--- src/rtl/fetch_sequencer_if.sv ---
// fetch_sequencer_if
//   Groups the instruction-memory request/response channel and the decode
//   hand-off channel of the fetch stage.
//   master : fetch sequencer side (drives requests, presents instructions)
//   slave  : memory/decode side
// Signals
//   imem_req_valid / imem_req_ready / imem_req_addr : read request handshake
//   imem_rsp_valid / imem_rsp_data                  : in-order read response
//   inst_valid / inst_ready / inst_data / inst_pc   : instruction to decode
interface fetch_sequencer_if #(
  parameter int XLEN = 32
);
  logic            imem_req_valid;
  logic            imem_req_ready;
  logic [XLEN-1:0] imem_req_addr;
  logic            imem_rsp_valid;
  logic [31:0]     imem_rsp_data;
  logic            inst_valid;
  logic            inst_ready;
  logic [31:0]     inst_data;
  logic [XLEN-1:0] inst_pc;

  modport master (
    output imem_req_valid, imem_req_addr,
    input  imem_req_ready, imem_rsp_valid, imem_rsp_data,
    output inst_valid, inst_data, inst_pc,
    input  inst_ready
  );

  modport slave (
    input  imem_req_valid, imem_req_addr,
    output imem_req_ready, imem_rsp_valid, imem_rsp_data,
    input  inst_valid, inst_data, inst_pc,
    output inst_ready
  );
endinterface

--- src/rtl/fetch_sequencer.sv ---
// fetch_sequencer
//   Drives the program counter and a single-outstanding instruction-memory
//   request for the fetch stage, hands fetched words to decode, and applies
//   branch/jump redirects through the PC load path, discarding stale fetches.
// Ports
//   clk             clock, posedge
//   reset_n         synchronous active-low reset
//   pc_enable_n     0 = program counter steps/loads this edge (forced 0 in reset)
//   pc_reset_n      program counter reset, follows reset_n
//   pc_load         program counter loads pc_new_address instead of stepping
//   pc_new_address  redirect destination, word aligned
//   pc_address      current PC, meaningful only while pc_enable_n = 0
//   halt            stop starting new fetches
//   redirect_valid  one-cycle taken branch/jump pulse
//   redirect_target redirect destination
//   bus             imem request/response and decode channels (master side)
//
// state | meaning
// ------+-------------------------------------------------------------
// IDLE  | PC released; waiting for halt to drop
// STEP  | sample PC into fetch_addr while PC advances by 4
// REQ   | imem request presented, held until accepted
// WAIT  | request accepted, waiting for the response
// OUT   | instruction presented to decode
// LOAD  | PC loaded with the redirect target
module fetch_sequencer #(
  parameter int XLEN = 32
) (
  input  logic            clk,
  input  logic            reset_n,
  output logic            pc_enable_n,
  output logic            pc_reset_n,
  output logic            pc_load,
  output logic [XLEN-1:0] pc_new_address,
  input  logic [XLEN-1:0] pc_address,
  input  logic            halt,
  input  logic            redirect_valid,
  input  logic [XLEN-1:0] redirect_target,
  fetch_sequencer_if.master bus
);

  typedef enum logic [2:0] {
    S_IDLE,
    S_STEP,
    S_REQ,
    S_WAIT,
    S_OUT,
    S_LOAD
  } state_t;

  state_t          state;
  logic            pending;
  logic            discard;
  logic [XLEN-1:0] pend_target;
  logic [XLEN-1:0] fetch_addr;
  logic            redirect_seen;
  logic [XLEN-1:0] load_target;

  // A redirect either already captured or arriving this cycle.
  assign redirect_seen = pending | redirect_valid;

  assign pc_reset_n = reset_n;

  // During reset the PC must be enabled so it sees its own reset.
  assign pc_enable_n = reset_n & ~((state == S_STEP) | (state == S_LOAD));

  // A redirect arriving in LOAD itself is used directly rather than captured.
  assign load_target    = redirect_valid ? redirect_target : pend_target;
  assign pc_new_address = {load_target[XLEN-1:2], 2'b00};

  always_ff @(posedge clk) begin
    if (!reset_n) begin
      state              <= S_IDLE;
      pending            <= 1'b0;
      discard            <= 1'b0;
      pend_target        <= '0;
      fetch_addr         <= '0;
      pc_load            <= 1'b0;
      bus.imem_req_valid <= 1'b0;
      bus.imem_req_addr  <= '0;
      bus.inst_valid     <= 1'b0;
      bus.inst_data      <= '0;
      bus.inst_pc        <= '0;
    end else begin
      // Last redirect wins; LOAD consumes redirects directly.
      if (redirect_valid && (state != S_LOAD)) begin
        pending     <= 1'b1;
        pend_target <= redirect_target;
      end

      pc_load <= 1'b0;

      case (state)
        S_IDLE: begin
          if (!halt) begin
            if (pending) begin
              state   <= S_LOAD;
              pc_load <= 1'b1;
            end else begin
              state <= S_STEP;
            end
          end
        end

        S_STEP: begin
          fetch_addr <= pc_address;
          if (redirect_seen) begin
            state   <= S_LOAD;
            pc_load <= 1'b1;
          end else begin
            state              <= S_REQ;
            bus.imem_req_valid <= 1'b1;
            bus.imem_req_addr  <= pc_address;
          end
        end

        S_REQ: begin
          // Never withdrawn: a redirect only marks the response as stale.
          if (bus.imem_req_ready) begin
            bus.imem_req_valid <= 1'b0;
            discard            <= redirect_seen;
            state              <= S_WAIT;
          end
        end

        S_WAIT: begin
          if (bus.imem_rsp_valid) begin
            if (discard || redirect_seen) begin
              discard <= 1'b0;
              state   <= S_LOAD;
              pc_load <= 1'b1;
            end else begin
              bus.inst_data  <= bus.imem_rsp_data;
              bus.inst_pc    <= fetch_addr;
              bus.inst_valid <= 1'b1;
              state          <= S_OUT;
            end
          end
        end

        S_OUT: begin
          // Redirect squashes the instruction even if decode takes it now.
          if (redirect_seen) begin
            bus.inst_valid <= 1'b0;
            state          <= S_LOAD;
            pc_load        <= 1'b1;
          end else if (bus.inst_ready) begin
            bus.inst_valid <= 1'b0;
            state          <= halt ? S_IDLE : S_STEP;
          end
        end

        S_LOAD: begin
          pending <= 1'b0;
          state   <= halt ? S_IDLE : S_STEP;
        end

        default: state <= S_IDLE;
      endcase
    end
  end

endmodule

--- src/flat_wrapper.sv ---
// flat-port wrapper written by rule: the top's interface ports become plain ports
module fetch_sequencer_flat 
#(
  parameter int XLEN = 32
)
  (clk, reset_n, pc_enable_n, pc_reset_n, pc_load, pc_new_address, pc_address, halt, redirect_valid, redirect_target, bus_imem_req_valid, bus_imem_req_addr, bus_imem_req_ready, bus_imem_rsp_valid, bus_imem_rsp_data, bus_inst_valid, bus_inst_data, bus_inst_pc, bus_inst_ready);
  fetch_sequencer_if #(.XLEN(XLEN)) bus_i ();
  input  logic clk;
  input  logic reset_n;
  output logic pc_enable_n;
  output logic pc_reset_n;
  output logic pc_load;
  output logic [XLEN-1:0] pc_new_address;
  input  logic [XLEN-1:0] pc_address;
  input  logic halt;
  input  logic redirect_valid;
  input  logic [XLEN-1:0] redirect_target;
  output wire logic [$bits(bus_i.imem_req_valid)-1:0] bus_imem_req_valid;
  output wire logic [$bits(bus_i.imem_req_addr)-1:0] bus_imem_req_addr;
  input wire logic [$bits(bus_i.imem_req_ready)-1:0] bus_imem_req_ready;
  input wire logic [$bits(bus_i.imem_rsp_valid)-1:0] bus_imem_rsp_valid;
  input wire logic [$bits(bus_i.imem_rsp_data)-1:0] bus_imem_rsp_data;
  output wire logic [$bits(bus_i.inst_valid)-1:0] bus_inst_valid;
  output wire logic [$bits(bus_i.inst_data)-1:0] bus_inst_data;
  output wire logic [$bits(bus_i.inst_pc)-1:0] bus_inst_pc;
  input wire logic [$bits(bus_i.inst_ready)-1:0] bus_inst_ready;
  assign bus_imem_req_valid = bus_i.imem_req_valid;
  assign bus_imem_req_addr = bus_i.imem_req_addr;
  assign bus_i.imem_req_ready = bus_imem_req_ready;
  assign bus_i.imem_rsp_valid = bus_imem_rsp_valid;
  assign bus_i.imem_rsp_data = bus_imem_rsp_data;
  assign bus_inst_valid = bus_i.inst_valid;
  assign bus_inst_data = bus_i.inst_data;
  assign bus_inst_pc = bus_i.inst_pc;
  assign bus_i.inst_ready = bus_inst_ready;
  fetch_sequencer #(.XLEN(XLEN)) u_core (.clk(clk), .reset_n(reset_n), .pc_enable_n(pc_enable_n), .pc_reset_n(pc_reset_n), .pc_load(pc_load), .pc_new_address(pc_new_address), .pc_address(pc_address), .halt(halt), .redirect_valid(redirect_valid), .redirect_target(redirect_target), .bus(bus_i));
endmodule
--- config.mk ---
export PLATFORM = sky130hd
export DESIGN_NAME = fetch_sequencer_flat
export DESIGN_NICKNAME = d
export VERILOG_FILES = /design/src/rtl/fetch_sequencer_if.sv /design/src/rtl/fetch_sequencer.sv /design/src/flat_wrapper.sv
export SDC_FILE = /design/constraint.sdc
export NUM_CORES = 1
export LEC_CHECK = 0
export CAP_MARGIN = 20
export CORE_ASPECT_RATIO = 0.75
export CORE_UTILIZATION = 31
export CTS_CLUSTER_DIAMETER = 150
export DETAILED_ROUTE_END_ITERATION = 10
export PLACE_DENSITY = 0.67
export SLEW_MARGIN = 20
export SYNTH_ARGS = -nofsm -noshare
export SYNTH_HDL_FRONTEND = slang
export SYNTH_SLANG_ARGS = --single-unit
--- constraint.sdc ---
create_clock -name clk -period 1.4 [get_ports clk]
set_input_delay 0.28 -clock clk [delete_from_list [all_inputs] [get_ports clk]]
set_output_delay 0.28 -clock clk [all_outputs]
set_load 0.005 [all_outputs]
[Yosys cells after proc, flatten, opt, wreduce, memory -nomap -nowiden]
Cells that the tools add are included.
Word-level totals
  bits in registers: 168
  input bits: 103
  output and inout port bits: 133
  logic and storage cells: 74
Cells by class
  eq/ne operators: 13
  multiplexer cells: 29
  bitwise logic cells: 7
  reduce and logical (&&, ||, !) cells: 14
Operator list (number)
  $mux W32: 1
  $mux W3: 7
  $pmux W3 S6: 1
  $mux W1: 16
  $reduce_and A4 Y1: 3
  $ne A2 B2 Y1 const B: 5
  $eq A3 B2 Y1 const B: 2
  $eq A3 B3 Y1 const B: 2
  $pmux W1 S2: 3
  $reduce_and A3 Y1: 2
  $reduce_bool A2 Y1: 3
  $not A1 Y1: 4
  $reduce_or A2 Y1: 2
  $eq A3 B1 Y1 const B: 1
  $logic_not A3 Y1: 1
  $ne A3 B2 Y1 const B: 1
  $ne A3 B3 Y1 const B: 1
  $pmux W1 S3: 1
  $ne A2 B1 Y1 const B: 1
  $or A1 B1 Y1: 2
  $reduce_and A2 Y1: 1
  $and A1 B1 Y1: 1
  $logic_and A1 B1 Y1: 1
  $logic_or A1 B1 Y1: 1

[Depth between registers and ports, before layout]
Gate-level depths: netlist of run 1.
  depth in word-level cells: 5
  depth in mapped cells: 7
  depth with buffers taken out: 4

[Worst setup path after synthesis of run 1]
OpenSTA, ideal clock, no wires.
  path type: in2out
  start: input redirect_valid
  end: output pc_new_address[10]
  data arrival time: 1184 ps
  path slack: -64 ps
  stages on the path: 3
  buffers on the path: 2
  cell sequence: buf_2 clkbuf_1 mux2_2
On the way
  word-level cells in the longest chain between the ends: 1
Ends and longest elaborated chain
  start: declaration: RTL line flat_wrapper.sv:16  | input logic redirect_valid;
  $mux W32: RTL line fetch_sequencer.sv:68  | assign load_target = redirect_valid ? redirect_target : pend_target;
  end: declaration: RTL line flat_wrapper.sv:13  | output logic [XLEN-1:0] pc_new_address;
No other way between the ends.

[Worst setup path after layout of run 1]
  start: register u_core.state[1]
  end: register u_core.bus.inst_valid
On the way
  word-level cells in the longest chain between the ends: 3
Ends and longest elaborated chain
  start: declaration: RTL line fetch_sequencer.sv:51  | state_t state;
  start signal: assignment: RTL line fetch_sequencer.sv:149  | state <= halt ? S_IDLE : S_STEP;
  start signal: assignment: RTL line fetch_sequencer.sv:155  | state <= halt ? S_IDLE : S_STEP;
  $eq A3 B3 Y1 or $eq A3 B2 Y1 (tied branches): RTL line fetch_sequencer.sv:93  | case (state)
  $ne A3 B2 Y1 (no line) (tied with other cells)
  $reduce_and A4 Y1 (no line)
  end signal: assignment: RTL line fetch_sequencer.sv:81  | bus.inst_valid <= 1'b0;
  end signal: assignment: RTL line fetch_sequencer.sv:135  | bus.inst_valid <= 1'b1;
  end signal: assignment: RTL line fetch_sequencer.sv:144  | bus.inst_valid <= 1'b0;
  end: declaration: RTL line fetch_sequencer_if.sv:26  | output inst_valid, inst_data, inst_pc,
Several ways; a longest one is shown, not always the timed one.
A chain may end at the register's enable or synchronous reset.

==> impl_metrics.toml, run 1 <==
[status]
status = "complete, but fails checks"
violations = "negative setup slack"

[grt]
grt_max_degree = 111
grt_usage = 0.194
antenna_found_initial = 0
grt_pass1_vias = 5963
grt-ovfl-total = 0
grt_pass1_wl_um = 33100

[synth]
ys_seq_area_frac = 0.494
netlist_area_um2 = 6730
syn_area_per_cell_um2 = 8.54
async_flop_share = 0
yosysWarnings = 0
ys_types = 33
synth_top_cell_area_share = 0.494
synth_edf_count = 0
synth_area_leader_cell = "dfxtp_1"
synthTopCellsByArea = "dfxtp_1, nand2_1, a21boi_0"
synthFlopType = "dfxtp_1"
synth_seq_cells = 166
netlist_instances = 788

[routing]
drt_wl_total_um = 22200
final_antenna_net_count = 0
vias = 6276
drcViolationCount = 0
drtPass1Iterations = 5
post_drt_via_cell_ratio = 4.65
wl_per_cell_um = 16.5
drt_iter0_markers = 281

[place]
place_inst = 1285
dp.final_hpwl_um = 12800
place.port_buffers = 231
place_congestion = 0.816

[floorplanning]
die_x_um = 172
start_util = 0.317
ios = 236
num_rows = 46
coreArea_um2 = 21200
dieHeight_um = 130
die-area_um2 = 22300

[clock_tree]
cts_buffer_depth = 2
clkTransAtPathRegs_ns = 0.07
cts_root_buf = "clkbuf_16"
cts_buffers = 17
numClockSinks = 166
clock_latency_ns = 0.42
h-tree-depth = 4
tritoncts = "built"

[sta]
fin_ws_ns = -0.0902
fin_crit_sh = 1.06
setup_viol = 127
hold_ws_ns = 0.397
fin_skew_ns = 0.00962
min_period_ns = 1.49
rsz0062_at_grt = "yes"
hold_viol = 0
slew_violations = 0
fmax_mhz = 671

[power]
p_leak_uw = 0.00472
ir_drop_v = 0.000684
powerDensity_nw_per_um2 = 1090

[cells_and_area]
nNetsFinal = 1151
fin_cells = 1349
syn_to_final_growth_pct = 67.5
drive_gt1_frac = 0.336
antenna_cells = 0
finish.utilization = 0.531

[setup_path]
cp_data_arrival_time_ns = 1.80
critical_path_class = "flop to flop"
startpoint_type = "flop"
critical_path.slowest_cell = "dfxtp_2"
cp.required_ns = 1.71
worstPathMaxFanout = 5
slowest_delay_ns = 0.33
cp-end-kind = "flop"
crit_start = "u_core.state[1]"
reg2reg_from = "u_core.state[1]"
cp_top_family = "buffers and inverters"
path_buf_inv = 5
crit_path_cell_trace = "buf_6 -> buf_8 -> buf_6 -> and3_4 -> buf_12 -> buf_8 -> o221a_4"

[min_path]
hp-class = "primary input to flop"
hold_path_startpoint = "bus_imem_rsp_data[21]"

[flow_run]
maxCapViolCount = 0
==> tightest hold or removal path, cell delays in order <==
cell and delay, ns:
clkdlybuf4s50_1 0.40, nand2_1 0.06, a21boi_1 0.05
==> layout by cell type, fill, tap and decap left out, types with 3 or more instances in the layout <==
cell	count
nand2_1	233
dfxtp_1	118
a21boi_1	106
clkdlybuf4s50_1	99
dlygate4sd2_1	97
nand2_2	49
dfxtp_2	46
a21boi_2	39
nand2_4	39
buf_4	27
mux2_2	24
buf_6	23
clkbuf_16	21
buf_2	19
buf_12	17
a21boi_0	16
buf_16	8
inv_6	7
mux2_4	6
buf_8	6
a21oi_1	4
o21ai_0	4
nor2_1	4
o21a_1	3
inv_8	3
==> cells by family (layout without fill, tap and decap cells) <==
| family | Yosys count | in the layout | share of synthesized area |
|---|---|---|---|
| multiplexers | 31 | 31 | 0.0517 |
| flip-flops | 166 | 166 | 0.494 |
| other | 1 | 2 | 0.000557 |
| AND/OR/NAND/NOR | 347 | 347 | 0.206 |
| buffers and inverters | 63 | 335 | 0.0504 |
| AO/OA/AOI/OAI | 180 | 180 | 0.197 |
==> cells in the mapped netlist (2+ instances only) <==
cell,n
nand2_1,322
dfxtp_1,166
a21boi_0,81
a21boi_1,80
clkbuf_1,35
mux2_2,30
buf_2,13
buf_6,9
nor2_1,6
o21ai_0,6
buf_4,5
a21oi_1,4
nor3_1,3
o21a_1,3
a22oi_1,2
and2_1,2
and3_1,2
nand2b_1,2
nand4_1,2
o31ai_1,2
==> power breakdown <==
| part | total, uW | internal [uW] | switching [uW] |
|---|---|---|---|
| Sequential | 5150 | 4980 | 169 |
| Combinational | 2230 | 1190 | 1050 |
| Clock | 4880 | 2720 | 2160 |
| Total | 12300 | 8880 | 3380 |
==> layer usage <==
metal / share of wire / vias to the layer above / track usage
met3: 0.077 / 12 / 0.0727
met4: 0.0073 / 0 / 0.0364
met2: 0.45 / 158 / 0.311
met5: 0 / - / 0
met1: 0.46 / 3007 / 0.251
li1: - / 3099 / -
==> registers in the layout, summed over array words and instances (netlist names) <==
name and flops:
u_core.bus.inst_pc 32, u_core.bus.imem_req_valid 1, u_core.bus.imem_req_addr 32, u_core.discard 1
u_core.pend_target 30, u_core.pending 1, u_core.pc_load 1, u_core.bus.inst_data 32
u_core.fetch_addr 32, u_core.state 3, u_core.bus.inst_valid 1
==> metrics by stage <==
stage | instance area [um2] | power (uW) | setup WS [ns] | TNS, ns
6_report | 11300 | 12300 | -0.0902 | -4.66
3_3_place_gp | 9510 | 6970 | -0.365 | -39.08
5_1_grt | 11300 | 12800 | -0.141 | -15.22
4_1_cts | 10600 | 12300 | -0.156 | -8.53
2_1_floorplan | 6730 | 6010 | -0.0642 | -1.93
3_5_place_dp | 9510 | 6990 | -0.396 | -41.96
==> what timing repair did <==
item / in CTS / in global routing
setup endpoints to repair: 290 / 196
buffers inserted: 17 / 8
gates cloned: 14 / 4
pin swaps: 41 / 126
gates resized for setup: 372 / 218
hold buffers: 0 / 0
==> cell type report <==
class,instances,area [um2]
Fill cell,1950,9970
Multi-Input combinational cell,560,3740
Sequential cell,166,3390
Timing Repair Buffer,302,3170
Clock buffer,17,425
Tap cell,288,360
Clock inverter,15,180
Inverter,1,3.75
==> path summary, 6_finish.rpt <==
kind | end | slack [ns] | cells after the start
setup / recovery | u_core.bus.inst_valid | -0.09 | 7
hold / removal | u_core.bus.inst_data[21] | 0.40 | 3
setup reg to reg | u_core.bus.inst_valid | -0.09 | 7
hold reg to reg | u_core.bus.inst_pc[28] | 0.44 | 2
Power figures use the tool's default switching activity.
==> inputs of run 2 (changes only) <==
--- a/config.mk
+++ b/config.mk
@@ -7,6 +7,7 @@
 export LEC_CHECK = 0
 export CAP_MARGIN = 20
 export CORE_ASPECT_RATIO = 0.75
+export CORE_MARGIN = 10
 export CORE_UTILIZATION = 31
 export CTS_CLUSTER_DIAMETER = 150
 export DETAILED_ROUTE_END_ITERATION = 10
==> run 2 against run 1 <==
Against the previous run:
- the flow still finishes with violations (negative setup slack)
- fmax fell by 7.7%
- final cell count rose by 2.4%
- combinational power rose by 23%
- clock-buffer cell count did not move
- core utilization rose by 3.7 points
- first-iteration DRC count fell by 2.1%
- non-clock buffer count rose by 33
- sequential share of layout area fell by 2.2 points
- die area rose by 26%
- clock skew fell by 0.0019 ns
- global-route usage fell by 1.8 points
- worst hold slack got worse by 0.23 ns
- largest cell class unchanged
==> impl_metrics.toml, run 2 (synthesized netlist as in run 1, its figures left out) <==
[status]
status = "complete, but fails checks"
violations = "negative setup slack"

[sta]
slew_violations = 0
hold_viol = 0
min_period_ns = 1.62
fin_skew_ns = 0.00772
fin_crit_sh = 1.15
rsz0062_at_grt = "yes"
fin_setup_tns_ns = -18.84
hold_ws_ns = 0.164
fmax_mhz = 619
setup_viol = 182
fin_ws_ns = -0.215

[grt]
grt_usage = 0.176
grt_max_degree = 75
grt_pass1_vias = 6296
antenna_found_initial = 1
grt_pass1_wl_um = 38200
grt-ovfl-total = 0

[setup_path]
cp-end-kind = "flop"
r2r_end = "u_core.bus.imem_req_addr[13]"
worstPathMaxFanout = 7
regToRegSetupSlack_ns = -0.22
crit_start = "u_core.state[1]"
startpoint_type = "flop"
critical_path_class = "flop to flop"
cp.required_ns = 1.76
reg2reg_depth = 7
critical_path.endpoint = "u_core.bus.imem_req_addr[13]"
reg2reg_from = "u_core.state[1]"
cp_data_arrival_time_ns = 1.98

[flow_run]
maxCapViolCount = 0

[cells_and_area]
mostFrequentLayoutCells = "nand2_1, dfxtp_1, a21boi_1, dlygate4sd2_1, clkdlybuf4s50_1"
antenna_cells = 0
final_common_cell = "nand2_1"
nNetsFinal = 1184
drive_gt1_frac = 0.370
syn_to_final_growth_pct = 79.2

[floorplanning]
start_util = 0.317
dieHeight_um = 148
ios = 236
die-area_um2 = 28100
die_x_um = 190
num_rows = 46
coreArea_um2 = 21200

[clock_tree]
cts_buffer_depth = 2
tritoncts = "built"
cts_buffers = 17
h-tree-depth = 4
clkTransAtPathRegs_ns = 0.08
cts_root_buf = "clkbuf_16"
numClockSinks = 166
hold_buffers = 0
clock_latency_ns = 0.43

[power]
p_leak_uw = 0.00539
powerDensity_nw_per_um2 = 1040
ir_drop_v = 0.000623

[routing]
drt_iter0_markers = 275
vias = 6562
drcViolationCount = 0
drt_wl_total_um = 26500
drtPass1Iterations = 6
post_drt_via_cell_ratio = 4.75
wl_per_cell_um = 19.2
final_antenna_net_count = 0

[place]
place_congestion = 0.802
place.port_buffers = 231
dp.final_hpwl_um = 15100

[min_path]
hp-class = "primary input to flop"
-- run 2: cell count changes in the layout (fill, tap and decap cells not counted), moves of 14 or more --
cell      before  now
nand2_1      233  209
a21boi_0      16    2
dfxtp_1      118  136
buf_6         23   37
nand2_4       39   58
dfxtp_2       46   28
-- run 2: power by group --
part	internal [uW]	total [uW]	switching, uW	leakage [uW]
Combinational	1500	2750	1250	0.00375
Sequential	4980	5130	150	0.00136
Clock	2530	4710	2180	0.000283
Total	9010	12600	3580	0.00539
-- run 2: critical path: stages (launching register included) --
cell and delay, ns:
dfxtp_4 0.36, buf_6 0.12, or3b_4 0.43, nor2_8 0.15
buf_8 0.14, clkbuf_16 0.16, nand2_1 0.06, a21boi_1 0.13
-- run 2: per-layer routing --
layer  part of all wire  up-vias  wire, um  GRT usage
met4              0.013        2       346     0.0408
li1                   -     3185         -          -
met1               0.44     3171     11600      0.227
met3              0.084       24      2220     0.0658
met2               0.46      180     12300      0.273
met5            0.00049        -        13          0
-- run 2: worst min-delay path by stage --
stage | depth (start not counted) | end | slack (ns) | startpoint
after floorplan | 2 | u_core.bus.imem_req_addr[10] | 0.41 | pc_address[10]
after global placement | 2 | u_core.bus.inst_pc[3] | 0.44 | u_core.fetch_addr[3]
after detailed placement | 2 | u_core.bus.inst_pc[10] | 0.44 | u_core.fetch_addr[10]
after CTS | 3 | u_core.bus.inst_data[14] | 0.37 | bus_imem_rsp_data[14]
after global routing | 3 | u_core.pend_target[30] | 0.15 | redirect_target[30]
final | 3 | u_core.pend_target[30] | 0.16 | redirect_target[30]
-- run 2: layout make-up --
class | count | area (um2)
Clock buffer | 17 | 425
Sequential cell | 166 | 3370
Clock inverter | 15 | 156
Tap cell | 288 | 360
Inverter | 1 | 3.75
Fill cell | 1805 | 9180
Timing Repair Buffer | 335 | 3810
Multi-Input combinational cell | 560 | 3940
-- run 2: timing repair --
action	in CTS	in global routing
cloned	25	4
endpoints found under the setup margin	292	202
pin swaps	26	141
gates resized for setup	418	265
buffers inserted	28	17
-- run 2: through the flow --
| stage | setup WS (ns) | cells | util | total power, uW | area [um2] |
|---|---|---|---|---|---|
| finish | -0.215 | 1382 | 0.568 | 12600 | 12100 |
| global route | -0.260 | 1382 | 0.568 | 13100 | 12100 |
| CTS | -0.166 | 1366 | 0.522 | 12300 | 11100 |
| detailed placement | -0.524 | 1282 | 0.447 | 7000 | 9480 |
| global placement | -0.447 | 1282 | 0.447 | 6970 | 9480 |
| floorplan | -0.0642 | 789 | - | 6010 | 6730 |
==> inputs of run 3 (changes only) <==
--- a/config.mk
+++ b/config.mk
@@ -11,7 +11,8 @@
 export CORE_UTILIZATION = 31
 export CTS_CLUSTER_DIAMETER = 150
 export DETAILED_ROUTE_END_ITERATION = 10
-export PLACE_DENSITY = 0.67
+export DONT_BUFFER_PORTS = 1
+export PLACE_DENSITY = 0.52
 export SLEW_MARGIN = 20
 export SYNTH_ARGS = -nofsm -noshare
 export SYNTH_HDL_FRONTEND = slang
==> run 3 against run 2 <==
Against the previous run:
- the flow still finishes with violations (negative setup slack)
- combinational power shrank 27%
- worst setup slack gained 0.15 ns
- first-iteration DRC count grew 8.7%
- sequential power is essentially flat
- register-to-register slack gained 0.15 ns
- sequential share of layout area grew 5.8 points
- clock-buffer cell count grew 4
- final area shrank 18%
- via count shrank 12%
- critical endpoint is now u_core.bus.inst_data[27]
==> impl_metrics.toml, run 3 (synthesized netlist as in run 1, its figures left out) <==
[min_path]
whs_path_depth = 2
hp-class = "primary input to flop"

[clock_tree]
clock_latency_ns = 0.42
h-tree-depth = 4
cts_buffers = 17
tritoncts = "built"
cts_buffer_depth = 2
cts_root_buf = "clkbuf_16"
numClockSinks = 166
clkTransAtPathRegs_ns = 0.06

[sta]
fin_skew_ns = 0.0162
fin_ws_ns = -0.0688
fin_crit_sh = 1.05
setup_viol = 94
fmax_mhz = 681
hold_viol = 0
rsz0062_at_grt = "yes"
slew_violations = 0
min_period_ns = 1.47
fin_setup_tns_ns = -2.48
hold_ws_ns = 0.0161

[cells_and_area]
multi_input_area_um2 = 3710
mostFrequentLayoutCells = "nand2_1, dfxtp_1, a21boi_1, dlygate4sd3_1, nand2_4"
final_common_cell = "nand2_1"
antenna_cells = 0
n_fill_cell = 1980
fin_cells = 1208
seqCellArea_um2 = 3330
nNetsFinal = 1010
drive_gt1_frac = 0.276
syn_to_final_growth_pct = 46.6

[setup_path]
critical_path.slowest_cell = "dfxtp_2"
cp.depth = 6
critical_path_class = "flop to flop"
cp_top_family = "simple AND/OR/NAND/NOR gates"
cp-end-kind = "flop"
cp.required_ns = 1.74
reg2reg_depth = 6
cp_data_arrival_time_ns = 1.81
startpoint_type = "flop"
worstPathMaxFanout = 11
slowest_delay_ns = 0.33
path_buf_inv = 2
crit_path_cell_trace = "nor4b_4 -> and3_4 -> buf_4 -> buf_12 -> nand2_1 -> a21boi_1"

[power]
p_total_uw = 11700
powerDensity_nw_per_um2 = 1190
ir_drop_v = 0.000694
p_leak_uw = 0.00385

[routing]
drcViolationCount = 0
final_antenna_net_count = 0
top_layer = "met4"
post_drt_via_cell_ratio = 4.78
wl_per_cell_um = 19.8
drt_wl_total_um = 23900
met1_length_um = 10900
routed-wl-met3_um = 2000
drt_iter0_markers = 299
drtPass1Iterations = 4
dr_wl_met2_um = 10600
vias = 5776

[place]
dp.final_hpwl_um = 13600
place_inst = 1045
place.port_buffers = 0
dp_slack_ns = -0.103
place_congestion = 0.731

[floorplanning]
die_x_um = 190
coreArea_um2 = 21200
dieHeight_um = 148
die-area_um2 = 28100
num_rows = 46
start_util = 0.317
ios = 236

[grt]
grt_pass1_vias = 5725
grt-ovfl-total = 0
grt_max_degree = 161
grt_pass1_wl_um = 33300
antenna_found_initial = 1
grt_usage = 0.148

[status]
status = "complete, but fails checks"
violations = "negative setup slack"

[flow_run]
maxCapViolCount = 0
-- run 3: changes by cell type in the layout (fill, tap and decap cells not counted), moves of 28 or more --
cell             previous run  this run
nand2_1                   209       249
nand2_2                    53        25
dlygate4sd2_1              93         0
clkdlybuf4s50_1            90         0
buf_6                      37         9
dlygate4sd3_1               0        98
-- run 3: repair_timing --
item                                   in CTS  in global routing
cloned                                      1                 16
setup endpoints to repair                 116                161
endpoints found under the hold margin     124                  5
buffers inserted                            6                 11
resized for setup                          35                246
hold buffers                               93                  5
pin swaps                                   6                114
-- run 3: path summary, 6_finish.rpt --
path | startpoint | end | slack, ns
max | u_core.discard | u_core.bus.inst_data[27] | -0.07
min | redirect_target[24] | u_core.pend_target[24] | 0.02
max reg2reg | u_core.discard | u_core.bus.inst_data[27] | -0.07
min reg2reg | u_core.pend_target[27] | u_core.pend_target[27] | 0.45
-- run 3: where the power goes --
part	switching (uW)	total [uW]	internal, uW
registers	163	5130	4970
logic	975	2000	1020
clock network	2040	4590	2540
total	3180	11700	8540
-- run 3: metrics by stage --
stage	cell area, um2	utilization
finish	9860	0.464
global route	9860	0.464
CTS	8760	0.412
detailed placement	7110	0.335
global placement	7110	0.335
floorplan	6730	-
-- run 3: area by class of cell --
type | count | share of cell area
Tap cell | 288 | 0.0365
Timing Repair Buffer | 161 | 0.192
Sequential cell | 166 | 0.337
Clock inverter | 11 | 0.0121
Multi-Input combinational cell | 560 | 0.376
Clock buffer | 21 | 0.0457
Inverter | 1 | 0.000381
-- run 3: per-layer routing --
layer,track usage,vias to the layer above
met3,0.0644,16
met4,0.0432,0
met5,0,-
li1,-,2818
met1,0.183,2774
met2,0.229,168
==> variant 1: new RTL, flow settings as in run 1 <==
`XLEN` is set to 32 in 3 places; all go to 48.
--- a/src/rtl/fetch_sequencer_if.sv
+++ b/src/rtl/fetch_sequencer_if.sv
@@ -8,7 +8,7 @@
 //   imem_rsp_valid / imem_rsp_data                  : in-order read response
 //   inst_valid / inst_ready / inst_data / inst_pc   : instruction to decode
 interface fetch_sequencer_if #(
-  parameter int XLEN = 32
+  parameter int XLEN = 48
 );
   logic            imem_req_valid;
   logic            imem_req_ready;
--- a/src/rtl/fetch_sequencer.sv
+++ b/src/rtl/fetch_sequencer.sv
@@ -24,7 +24,7 @@
 // OUT   | instruction presented to decode
 // LOAD  | PC loaded with the redirect target
 module fetch_sequencer #(
-  parameter int XLEN = 32
+  parameter int XLEN = 48
 ) (
   input  logic            clk,
   input  logic            reset_n,
--- a/src/flat_wrapper.sv
+++ b/src/flat_wrapper.sv
@@ -1,7 +1,7 @@
 // flat-port wrapper written by rule: the top's interface ports become plain ports
 module fetch_sequencer_flat 
 #(
-  parameter int XLEN = 32
+  parameter int XLEN = 48
 )
   (clk, reset_n, pc_enable_n, pc_reset_n, pc_load, pc_new_address, pc_address, halt, redirect_valid, redirect_target, bus_imem_req_valid, bus_imem_req_addr, bus_imem_req_ready, bus_imem_rsp_valid, bus_imem_rsp_data, bus_inst_valid, bus_inst_data, bus_inst_pc, bus_inst_ready);
   fetch_sequencer_if #(.XLEN(XLEN)) bus_i ();
Interface: changed (5 resized); port bits go from 236 to 316. The function was not compared with the original's and may differ.
==> variant 1 against run 1 <==
The run still ends with setup timing left; wire length grew 58%; setup slack lost 0.036 ns; combinational power grew 63%; clock skew shrank 0.0040 ns; sequential share of layout area shrank 0.053 points; synthesized cell count grew 38%; non-clock buffer count grew 115; total power grew 44%; synthesized area grew 38%; design area grew 39%; sequential cell count grew 64; count of clock-buffer cells in the layout grew 20.
==> variant 1: results (changes against run 1) <==
port-buffer-count: 311  # +35%
wire_length_of_the_first_global_routing_pass_mm: 45.8  # +39%
critical_path.reg2reg.endpoint: "u_core.bus.inst_data[17]"
clock_tree.htree_level_count: 1  # -3
post-place-cells: 1748  # +36%
layout-drive-gt1-share_pct: 36.2  # +2.6 points
yosysUniqueCellTypes: 36  # +9.1%
dominant_delay_contributor_by_cell_family_on_the_critical_path: "simple AND/OR/NAND/NOR gates"
n_multi_input_combinational_cell: 768  # +37%
failed_checks: "setup timing"
rr_startpoint: "u_core.discard"
final.setup_skew_ns: 0.00559  # -0.00403 ns
placed_cell_area_sq_mm: 0.0130  # +37%
clock_buf_inv_share_pct: 5.31  # -0.067 points
layoutNonFillerInstCount: 1852  # +37%
vdd_drop_max_uv: 899  # +32%
worst_r2r_path_depth: 6  # -1
setup_slack_ns: -0.126  # -0.0361 ns
n_clock_buffer: 37  # +20
setup_violations: 265  # +110%
run_status: "complete, but fails checks"
cts_made_buffers: 25  # +8
die_width_um: 202  # +17%
maximum_number_of_pins_on_one_net_before_global_route_repair: 128  # +15%
synth.yosys.seq_area_share_pct: 49.6  # +0.26 points
whs_ns: 0.305  # -0.0911 ns
synthTopCellsByArea: "dfxtp_1 (50%), nand2_1 (18%), a21boi_0 (16%)"
maxUsedRoutingLayer: "met5"
buffers: 417  # +38%
power.net_switching_mw: 4.60  # +36%
synth-compound-area-share_pct: 19.8  # +0.086 points
finalWeightedCongestion: 0.861  # +5.5%
crit_path_max_fanout: 6  # +1
hold-path-endpoint: "u_core.bus.inst_data[13]"
drt-initial-drc-count: 447  # +59%
global_route.usage.met2_pct: 30.2  # -0.88 points
seq_area_share_pct: 30.0  # -0.053 points
place_hpwl_mm: 19.4  # +52%
preCtsSetupSlack_ns: -0.590  # -0.194 ns
variant 1: worst max-delay path by stage:
stage | slack [ns] | startpoint | cells past startpoint | endpoint
3_5_place_dp | -0.59 | bus_imem_rsp_valid | 6 | u_core.bus.inst_data[12]
3_3_place_gp | -0.46 | bus_imem_rsp_valid | 6 | u_core.bus.inst_data[3]
6_report | -0.13 | u_core.discard | 6 | u_core.bus.inst_data[17]
4_1_cts | -0.18 | u_core.state[1] | 8 | u_core.fetch_addr[20]
5_1_grt | -0.20 | u_core.discard | 6 | u_core.bus.inst_pc[25]
2_1_floorplan | -0.05 | u_core.state[1] | 8 | u_core.bus.imem_req_addr[32]
variant 1: tightest hold or removal path: cells and delay by family:
kind            cells  cell delay [ns]
simple gates        1             0.06
buf+inv             1             0.40
compound gates      1             0.05
variant 1: power by group through the flow:
stage,registers (mW),logic [mW],clock network (mW)
floorplan,7.19,1.18,0
finish,7.13,3.64,6.83
global placement,7.21,2.45,0
detailed placement,7.23,2.48,0
global route,7.17,3.86,7.28
CTS,7.09,2.92,6.99
variant 1: stage by stage:
stage                     util, %  power [mW]
after CTS                    48.1        17.0
final                        53.6        17.6
after floorplan                 -        8.38
after detailed placement     44.5        9.70
after global placement       44.5        9.66
after global routing         53.6        18.3
variant 1: what timing repair did:
action	4_1_cts	5_1_grt
gates resized for setup	498	552
setup buffers	10	20
setup endpoints to repair	396	372
pin swaps	4	122
gates cloned	10	26
variant 1: kinds of logic (layout without fill, tap and decap cells):
| logic type | Yosys count | in the layout |
|---|---|---|
| multiplexers | 47 | 47 |
| other | 1 | 2 |
| AND/OR/NAND/NOR | 475 | 475 |
| buffers and inverters | 87 | 462 |
| AO/OA/AOI/OAI | 244 | 244 |
| flip-flops | 230 | 230 |
==> variant 2: new RTL, settings of run 1 <==
Without the edit above. Re-encode `state_t` (6 states) as one-hot, 6 bits wide.
--- a/src/rtl/fetch_sequencer.sv
+++ b/src/rtl/fetch_sequencer.sv
@@ -39,13 +39,13 @@
   fetch_sequencer_if.master bus
 );
 
-  typedef enum logic [2:0] {
-    S_IDLE,
-    S_STEP,
-    S_REQ,
-    S_WAIT,
-    S_OUT,
-    S_LOAD
+  typedef enum logic [5:0] {
+    S_IDLE = 6'b000001,
+    S_STEP = 6'b000010,
+    S_REQ  = 6'b000100,
+    S_WAIT = 6'b001000,
+    S_OUT  = 6'b010000,
+    S_LOAD = 6'b100000
   } state_t;
 
   state_t          state;
Check against the original RTL: same outputs for any inputs over 4 cycles, from zero or initial values and one cycle with reset_n low; so few cycles prove little.
==> variant 2 against run 1 <==
Sequential cell count grew 3; setup slack lost 0.61 ns; clock power grew 3%; the flow still finishes with violations (setup timing); synthesized area grew 2.1%; first-iteration DRC count grew 28%; wire length grew 14%; count of clock-buffer cells in the layout is the same; total power grew 3.2%; design area grew 11%; critical endpoint is now pc_enable_n.
==> variant 2: results (changes against run 1) <==
routed-wl-met2_mm: 11.2  # +11%
dominant_delay_contributor_by_cell_family_on_the_critical_path: "simple AND/OR/NAND/NOR gates"
vdd_drop_max_uv: 844  # +23%
worst-endpoint-arrival_ns: 1.82  # +0.02 ns
number_of_antenna_violations_at_the_first_check_in_global_routing: 0  # unchanged
cts_clock_pin_slew_for_the_worst_setup_and_hold_paths_ns: 0.08
grt_usage_pct: 21.0  # +1.6 points
setup_violations: 192  # +51%
wire_length_of_the_first_global_routing_pass_mm: 36.4  # +10%
setup_slack_ns: -0.701  # -0.611 ns
failed_checks: "setup timing"
clock_tree.htree_level_count: 4  # unchanged
layoutNonFillerInstCount: 1439  # +6.7%
drt_wl_total_mm: 25.3  # +14%
leakagePower_nw: 6.73  # +43%
layout-drive-gt1-share_pct: 35.0  # +1.4 points
yosysUniqueCellTypes: 45  # +36%
dr_total_vias: 6894  # +9.8%
cts_made_buffers: 17  # unchanged
detail_route.first_pass.iterations: 5  # unchanged
cpMaxStageDelayCell: "or4_4"
drt-initial-drc-count: 361  # +28%
synthArstFlopShare_pct: 0  # unchanged
port-buffer-count: 231  # unchanged
first_global_vias: 6424  # +7.7%
post-place-cells: 1336  # +4.0%
run_status: "complete, but fails checks"
worst_hold_path_startpoint: "bus_imem_rsp_data[24]"
place_hpwl_mm: 13.4  # +5.4%
synth_cell_count_leaders: "nand2_1 (319), dfxtp_1 (169), a21boi_0 (124)"
crit_path_max_fanout: 2  # -3
design.final.nets: 1241  # +7.8%
maximum_number_of_pins_on_one_net_before_global_route_repair: 111  # unchanged
synth.yosys.seq_area_share_pct: 49.3  # -0.13 points
final_antenna_diode_count: 0  # unchanged
maxUsedRoutingLayer: "met4"
setup-tns-final_ns: -70.83  # -66.16 ns
timing.critical_path.from: "u_core.state[4]"
worst_hold_path_type: "input port to flop"
met1_length_mm: 11.9  # +16%
synthTopCellsByArea: "dfxtp_1 (49%), nand2_1 (17%), a21boi_0 (14%)"
avgSynthCellArea_sq_um: 8.46  # -0.93%
synth-warning-count: 0  # unchanged
delay_of_the_slowest_cell_on_the_worst_path_ns: 0.54  # +0.21 ns
met3_wl_post_dr_mm: 1.81  # +6.0%
final.setup_skew_ns: 0.0137  # +0.00411 ns
finalWeightedCongestion: 0.840  # +2.9%
==> variant 2: worst paths after layout <==
kind                         endpoint  slack [ns]  cells past startpoint
max                       pc_enable_n       -0.70                      4
min reg2reg  u_core.bus.inst_data[15]        0.45                      2
max reg2reg    u_core.pend_target[29]       -0.65                      9
min          u_core.bus.inst_data[24]        0.40                      3
==> variant 2: kinds of logic after synthesis <==
group	count (synthesis)	synth area share (%)
buf+inv	66	4.19
simple gates	360	21.2
compound gates	184	20.1
xor+xnor	1	0.128
other cells	1	0.0546
mux	30	4.92
flops	169	49.3
fa+ha+maj	1	0.164
==> variant 2: routing by layer <==
| layer | vias up | track usage [%] |
|---|---|---|
| met5 | - | 0 |
| met4 | 0 | 5.37 |
| met3 | 22 | 5.38 |
| met2 | 251 | 32.7 |
| met1 | 3281 | 29.0 |
| li1 | 3340 | - |
==> variant 2: what timing repair did <==
| action | 4_1_cts | 5_1_grt |
|---|---|---|
| gates cloned | 24 | 3 |
| setup endpoints to repair | 299 | 299 |
| endpoints found under the hold margin | 0 | 0 |
| resized for setup | 383 | 262 |
| setup buffers | 37 | 20 |
| pin swaps | 38 | 77 |
==> variant 2: final cells by class <==
type	count	area, sq um
clock buffers	17	425
fillers	1786	8850
well taps	288	360
inverters	1	3.75
repair buffers	371	4310
multi-input cells	578	3810
flip-flops and latches	169	3450
clock inverters	15	203
==> variant 2: worst reg2reg max path, stage by stage, from the launching register on <==
cell      delay (ns)
dfxtp_2         0.33
or4_4           0.54
buf_4           0.15
buf_6           0.12
buf_6           0.12
buf_4           0.13
o21a_4          0.25
buf_12          0.16
nand2_1         0.07
a21boi_1        0.06
==> variant 2: metrics by stage <==
stage               setup slack (ns)  instance area [sq um]  total power, mW  hold slack [ns]
floorplan                     -0.510                   6960             5.95            0.415
global placement              -0.757                   9930             6.84            0.439
detailed placement            -0.767                   9930             6.85            0.442
CTS                           -0.699                  11700             12.4            0.379
global route                  -0.735                  12600             13.1            0.383
finish                        -0.701                  12600             12.7            0.397
==> variant 2: power breakdown <==
part           internal [mW]  leakage [nW]  total [mW]  switching, mW
Combinational           1.48          5.04        2.57           1.09
Clock                   2.74         0.303        5.02           2.28
Sequential              4.97          1.39        5.07         0.0974
